$ cat config.mk
export PLATFORM = sky130hd
export DESIGN_NAME = mem_1rw_byte_mask_req_adapter
export DESIGN_NICKNAME = d
export VERILOG_FILES = /design/src/rtl/mem_1rw_byte_mask_req_adapter.sv
export SDC_FILE = /design/constraint.sdc
export NUM_CORES = 1
export LEC_CHECK = 0
export ABC_AREA = 0
export CAP_MARGIN = 20
export CORE_MARGIN = 1
export CORE_UTILIZATION = 40
export DETAILED_ROUTE_END_ITERATION = 6
export PLACE_DENSITY_LB_ADDON = 0.15
export REMOVE_ABC_BUFFERS = 1
export SKIP_LAST_GASP = 1
export SLEW_MARGIN = 10
export SYNTH_ARGS = -nofsm -noshare
export SYNTH_HDL_FRONTEND = slang
export SYNTH_SLANG_ARGS = --single-unit
$ cat constraint.sdc
create_clock -name clk_i -period 5.2 [get_ports clk_i]
set_input_delay 1.04 -clock clk_i [delete_from_list [all_inputs] [get_ports clk_i]]
set_output_delay 1.04 -clock clk_i [all_outputs]
set_load 0.01 [all_outputs]
$ cat src/rtl/mem_1rw_byte_mask_req_adapter.sv
// Initiator-side controller for a 1RW byte-masked SRAM wrapper: optional
// zero-fill sweep after reset, credit-gated request issue, 2-entry read FIFO.
module mem_1rw_byte_mask_req_adapter #(
  parameter int width_p       = 64,
  parameter int els_p         = 512,
  parameter int init_p        = 1,
  parameter int addr_width_lp = $clog2(els_p),
  parameter int mask_width_lp = width_p >> 3
) (
  input  logic                     clk_i,
  input  logic                     reset_i,
  input  logic                     v_i,
  output logic                     ready_o,
  input  logic                     w_i,
  input  logic [addr_width_lp-1:0] addr_i,
  input  logic [width_p-1:0]       data_i,
  input  logic [mask_width_lp-1:0] write_mask_i,
  output logic                     v_o,
  output logic [width_p-1:0]       data_o,
  input  logic                     yumi_i,
  output logic                     init_done_o,
  output logic                     mem_v_o,
  output logic                     mem_w_o,
  output logic [addr_width_lp-1:0] mem_addr_o,
  output logic [width_p-1:0]       mem_data_o,
  output logic [mask_width_lp-1:0] mem_w_mask_o,
  input  logic [width_p-1:0]       mem_data_i
);

  typedef enum logic {S_INIT, S_RUN} state_e;

  state_e                   state_q;
  logic [addr_width_lp-1:0] cnt_q;
  logic                     init_done_q;
  logic                     rd_pend_q, rd_pend_d;
  logic [1:0]               occ_q, occ_d;
  logic [width_p-1:0]       slot0_q, slot0_d;
  logic [width_p-1:0]       slot1_q, slot1_d;

  logic       run;
  logic       deq;
  logic       enq;
  logic       accept;
  logic [2:0] credit;

  assign run    = (state_q == S_RUN);
  assign v_o    = (occ_q != 2'd0);
  assign data_o = slot0_q;
  assign deq    = yumi_i & v_o;
  assign enq    = rd_pend_q;

  // Slots already committed (held + in flight) minus the one leaving this cycle.
  assign credit  = {1'b0, occ_q} + {2'b0, rd_pend_q} - {2'b0, deq};
  assign ready_o = reset_i & run & (credit < 3'd2);
  assign accept  = v_i & ready_o;

  assign mem_v_o      = run ? accept : reset_i;
  assign mem_w_o      = run ? w_i : 1'b1;
  assign mem_addr_o   = run ? addr_i : cnt_q;
  assign mem_data_o   = run ? data_i : '0;
  assign mem_w_mask_o = run ? write_mask_i : '1;
  assign init_done_o  = init_done_q;

  always_ff @(posedge clk_i or negedge reset_i) begin
    if (!reset_i) begin
      state_q     <= (init_p != 0) ? S_INIT : S_RUN;
      cnt_q       <= '0;
      init_done_q <= (init_p == 0);
    end else begin
      case (state_q)
        S_INIT: begin
          cnt_q <= cnt_q + 1'b1;
          if (cnt_q == addr_width_lp'(els_p - 1)) begin
            state_q     <= S_RUN;
            init_done_q <= 1'b1;
            cnt_q       <= '0;
          end
        end
        default: state_q <= S_RUN;
      endcase
    end
  end

  always_comb begin
    rd_pend_d = accept & ~w_i;
    occ_d     = occ_q;
    slot0_d   = slot0_q;
    slot1_d   = slot1_q;
    case ({enq, deq})
      2'b10: begin
        if (occ_q == 2'd0) slot0_d = mem_data_i;
        else               slot1_d = mem_data_i;
        occ_d = occ_q + 2'd1;
      end
      2'b01: begin
        slot0_d = slot1_q;
        occ_d   = occ_q - 2'd1;
      end
      2'b11: begin
        if (occ_q == 2'd1) begin
          slot0_d = mem_data_i;
        end else begin
          slot0_d = slot1_q;
          slot1_d = mem_data_i;
        end
      end
      default: ;
    endcase
  end

  always_ff @(posedge clk_i or negedge reset_i) begin
    if (!reset_i) begin
      rd_pend_q <= 1'b0;
      occ_q     <= 2'd0;
      slot0_q   <= '0;
      slot1_q   <= '0;
    end else begin
      rd_pend_q <= rd_pend_d;
      occ_q     <= occ_d;
      slot0_q   <= slot0_d;
      slot1_q   <= slot1_d;
    end
  end

  a_no_overflow: assert property (@(posedge clk_i) disable iff (!reset_i)
    !(enq && !deq && occ_q == 2'd2));
  a_yumi_legal: assert property (@(posedge clk_i) disable iff (!reset_i)
    !(yumi_i && !v_o));

endmodule

==> run_results.csv <==
group,metric,value,unit
run_status,outcome,"completed",
timing,slew_headroom,39.87,%
timing,clock_skew,4.919,ps
die,coreArea,16640,um^2
placement,pre_cts_ws,230.1,ps
critical_path,worstSetupStartpointType,"input port",
min_path,hold_path_class,"flip-flop to flip-flop",
drt,drtIter0Drc,316,
yosys,synth_edf_count,0,
layout,fillers,1389,
critical_path,cp.arrival,3920,ps
drt,via_per_inst,5.132,
timing,finalHoldViolCount,0,
timing,timing.final.crit_share,95.48,%
critical_path,worstPathMaxFanout,4,
drt,routed_wl,20060,um
timing,tightest_slew,902.0,ps
critical_path,crit_slowest_cell,"clkdlybuf4s50_1",
critical_path,critPathCaptureType,"primary output",
layout,nNetsFinal,1105,
yosys,yosysTopAreaCellShare,51.77,%
global_route,gr-total-overflow,0,
yosys,netlist_area,6864,um^2
die,initial_core_util,41.25,%
pwr,peakVddDrop,264.8,uV
yosys,synth_area_per_cell,10.17,um^2
placement,place_inst,1147,
clock_tree,cts_root_buffer,"clkbuf_16",
yosys,ys_ff_latch,142,
timing,period_minus_slack,4965,ps
layout,fin_cells,1178,
drt,drc,0,
yosys,ys_types,32,
placement,dp_hpwl,13250,um
drt,first_pass_iters,4,
global_route,grt_pass1_vias,5941,
die,num_io_pins,300,
critical_path,cp_data_required_time,4160,ps
clock_tree,cts.sinks,142,
clock_tree,clk_pin_slew_worst_paths,50,ps
yosys,synthTopCellsByArea,"dfrtp_1 52%, mux2_2 11%, o21ai_0 10%",
timing,fmaxAchievable,201.4,MHz
die,die_area,17690,um^2
timing,fin_ws,235.2,ps
yosys,synthArstFlopShare,100.0,%
critical_path,cp.buffers_inverters,2,
drt,drt-wirelength-per-cell,17.02,um
clock_tree,cts_hold_buf,0,
clock_tree,clk_latency,410,ps
clock_tree,cts_tree,"built",
yosys,yosysMostFrequentCell,"dfrtp_1",
die,rows,47,
critical_path,path_delay_family,"buffers and inverters",
yosys,yosys_warnings,0,
layout,drive_gt1_share,11.80,%
layout,regArea,3555,um^2
critical_path,path_cells,"clkdlybuf4s50_1 -> nor2b_1 -> ha_2 -> nand2b_1 -> fa_1 -> xor2_1 -> or3b_2 -> o21ai_0 -> clkdlybuf4s50_1",
timing,setup_tns,0,ps
layout,syn_to_final_growth,54.48,%
clock_tree,post_cts_resized,0,
pwr,p_per_area,397.4,nW/um^2
timing,whs,477.4,ps
drt,vias,6046,
layout,n_antenna_cell,0,
critical_path,path_class,"input port to primary output",
placement,numPortBuffers,299,
critical_path,path_common_cell,"clkdlybuf4s50_1",
yosys,yosys_most_used_dff,"dfrtp_1",
yosys,synthCells,675,
drt,postRouteAntennaNets,0,
clock_tree,post-cts-setup-buffer-count,0,
timing,finalSetupViolations,0,
yosys,yosys.area.top_type,"dfrtp_1",
placement,dpl_cell_area,9967,um^2
global_route,grt_pass1_wl,32320,um
layout,finalInstanceArea,10600,um^2
global_route,grt_max_degree,96,
clock_tree,cts_buffers,17,
clock_tree,htree_levels,4,
timing,rsz0062_at_grt,"no",
layout,multi_input_area,3030,um^2
placement,gp_congestion,0.7898,
global_route,grt_antenna_before_repair,0,
yosys,yosysSeqAreaShare,51.77,%
clock_tree,cts_buffer_depth,2,
pwr,leakage,0.004397,uW
yosys,synth_common_cells,"142 x dfrtp_1, 139 x o21ai_0, 71 x nor2_1",
flow_run,maxCapViolCount,0,
critical_path,crit_path_max_incr_delay,580,ps
die,die_h,133.0,um
global_route,grtUsageTotal,23.31,%
die,die_w,133.0,um
timing,finalMaxSlewViolations,0,
state kept, by name, indices dropped and copies added (netlist names):
name	cells
data_o	64
slot1_q	64
run	1
init_done_o	1
occ_q	2
cnt_q	9
enq	1
stage by stage:
step / utilization [%] / total power [uW]
after global placement: 59.89 / 2950
after CTS: 63.55 / 4241
after detailed placement: 59.89 / 2975
final: 63.72 / 4214
after floorplan: - / 2112
after global routing: 63.72 / 4444
power breakdown:
group	internal, uW	total, uW	switching, uW
registers	1370	1540	166
clock network	814	1250	436
logic	761	1430	665
total	2950	4210	1270
final timing paths:
kind / end / depth (start not counted) / from / slack [ps]
min reg2reg: slot1_q[48] / 1 / slot1_q[48] / 480
min: slot1_q[48] / 1 / slot1_q[48] / 480
min in group asynchronous: data_o[57] / 1 / reset_i / 510
max in group asynchronous: slot1_q[60] / 3 / reset_i / 2960
max: mem_v_o / 9 / yumi_i / 240
max reg2reg: data_o[7] / 10 / occ_q[1] / 2210
cells in the final DEF, fill, tap and decap left out, types with 2 or more instances in the layout:
cell             count
bufinv_16            3
clkbuf_1             3
ha_1                 6
nand2b_1            12
nand2_1              9
nor2b_1              3
a31oi_1             65
nand3_1              5
clkdlybuf4s50_1    298
clkbuf_8             5
mux2_2              64
buf_4               11
mux2_1               9
o21ai_0            139
or4_1                2
dfrtp_1            141
inv_1                8
clkbuf_16           17
nor2_1              70
xnor2_1              2
and2_1              64
cell families after synthesis:
family / synth area share [%]
AOI/OAI and AO/OA: 16.97
DFF: 51.77
muxes: 12.14
adders and majority gates: 1.568
xor gates and xnor gates: 0.3829
buffers and inverters: 4.393
and+or+nand+nor: 12.78
final cells by class:
| cell class | instances | area share [%] |
|---|---|---|
| sequential | 142 | 33.52 |
| timing repair buffer | 311 | 29.27 |
| multi-input combinational | 467 | 28.58 |
| clock buffer | 25 | 4.767 |
| tap | 220 | 2.596 |
| clock inverter | 5 | 0.9794 |
| inverter | 8 | 0.2832 |
routing by layer:
layer | vias up | GRT usage [%] | part of all wire [%]
met1 | 2942 | 31.78 | 46
met5 | - | 0 | 0
met3 | 7 | 5.364 | 5.7
met2 | 174 | 37.29 | 48
met4 | 0 | 6.130 | 0.47
li1 | 2923 | - | -
No activity file was read; power rests on OpenSTA's default activity.
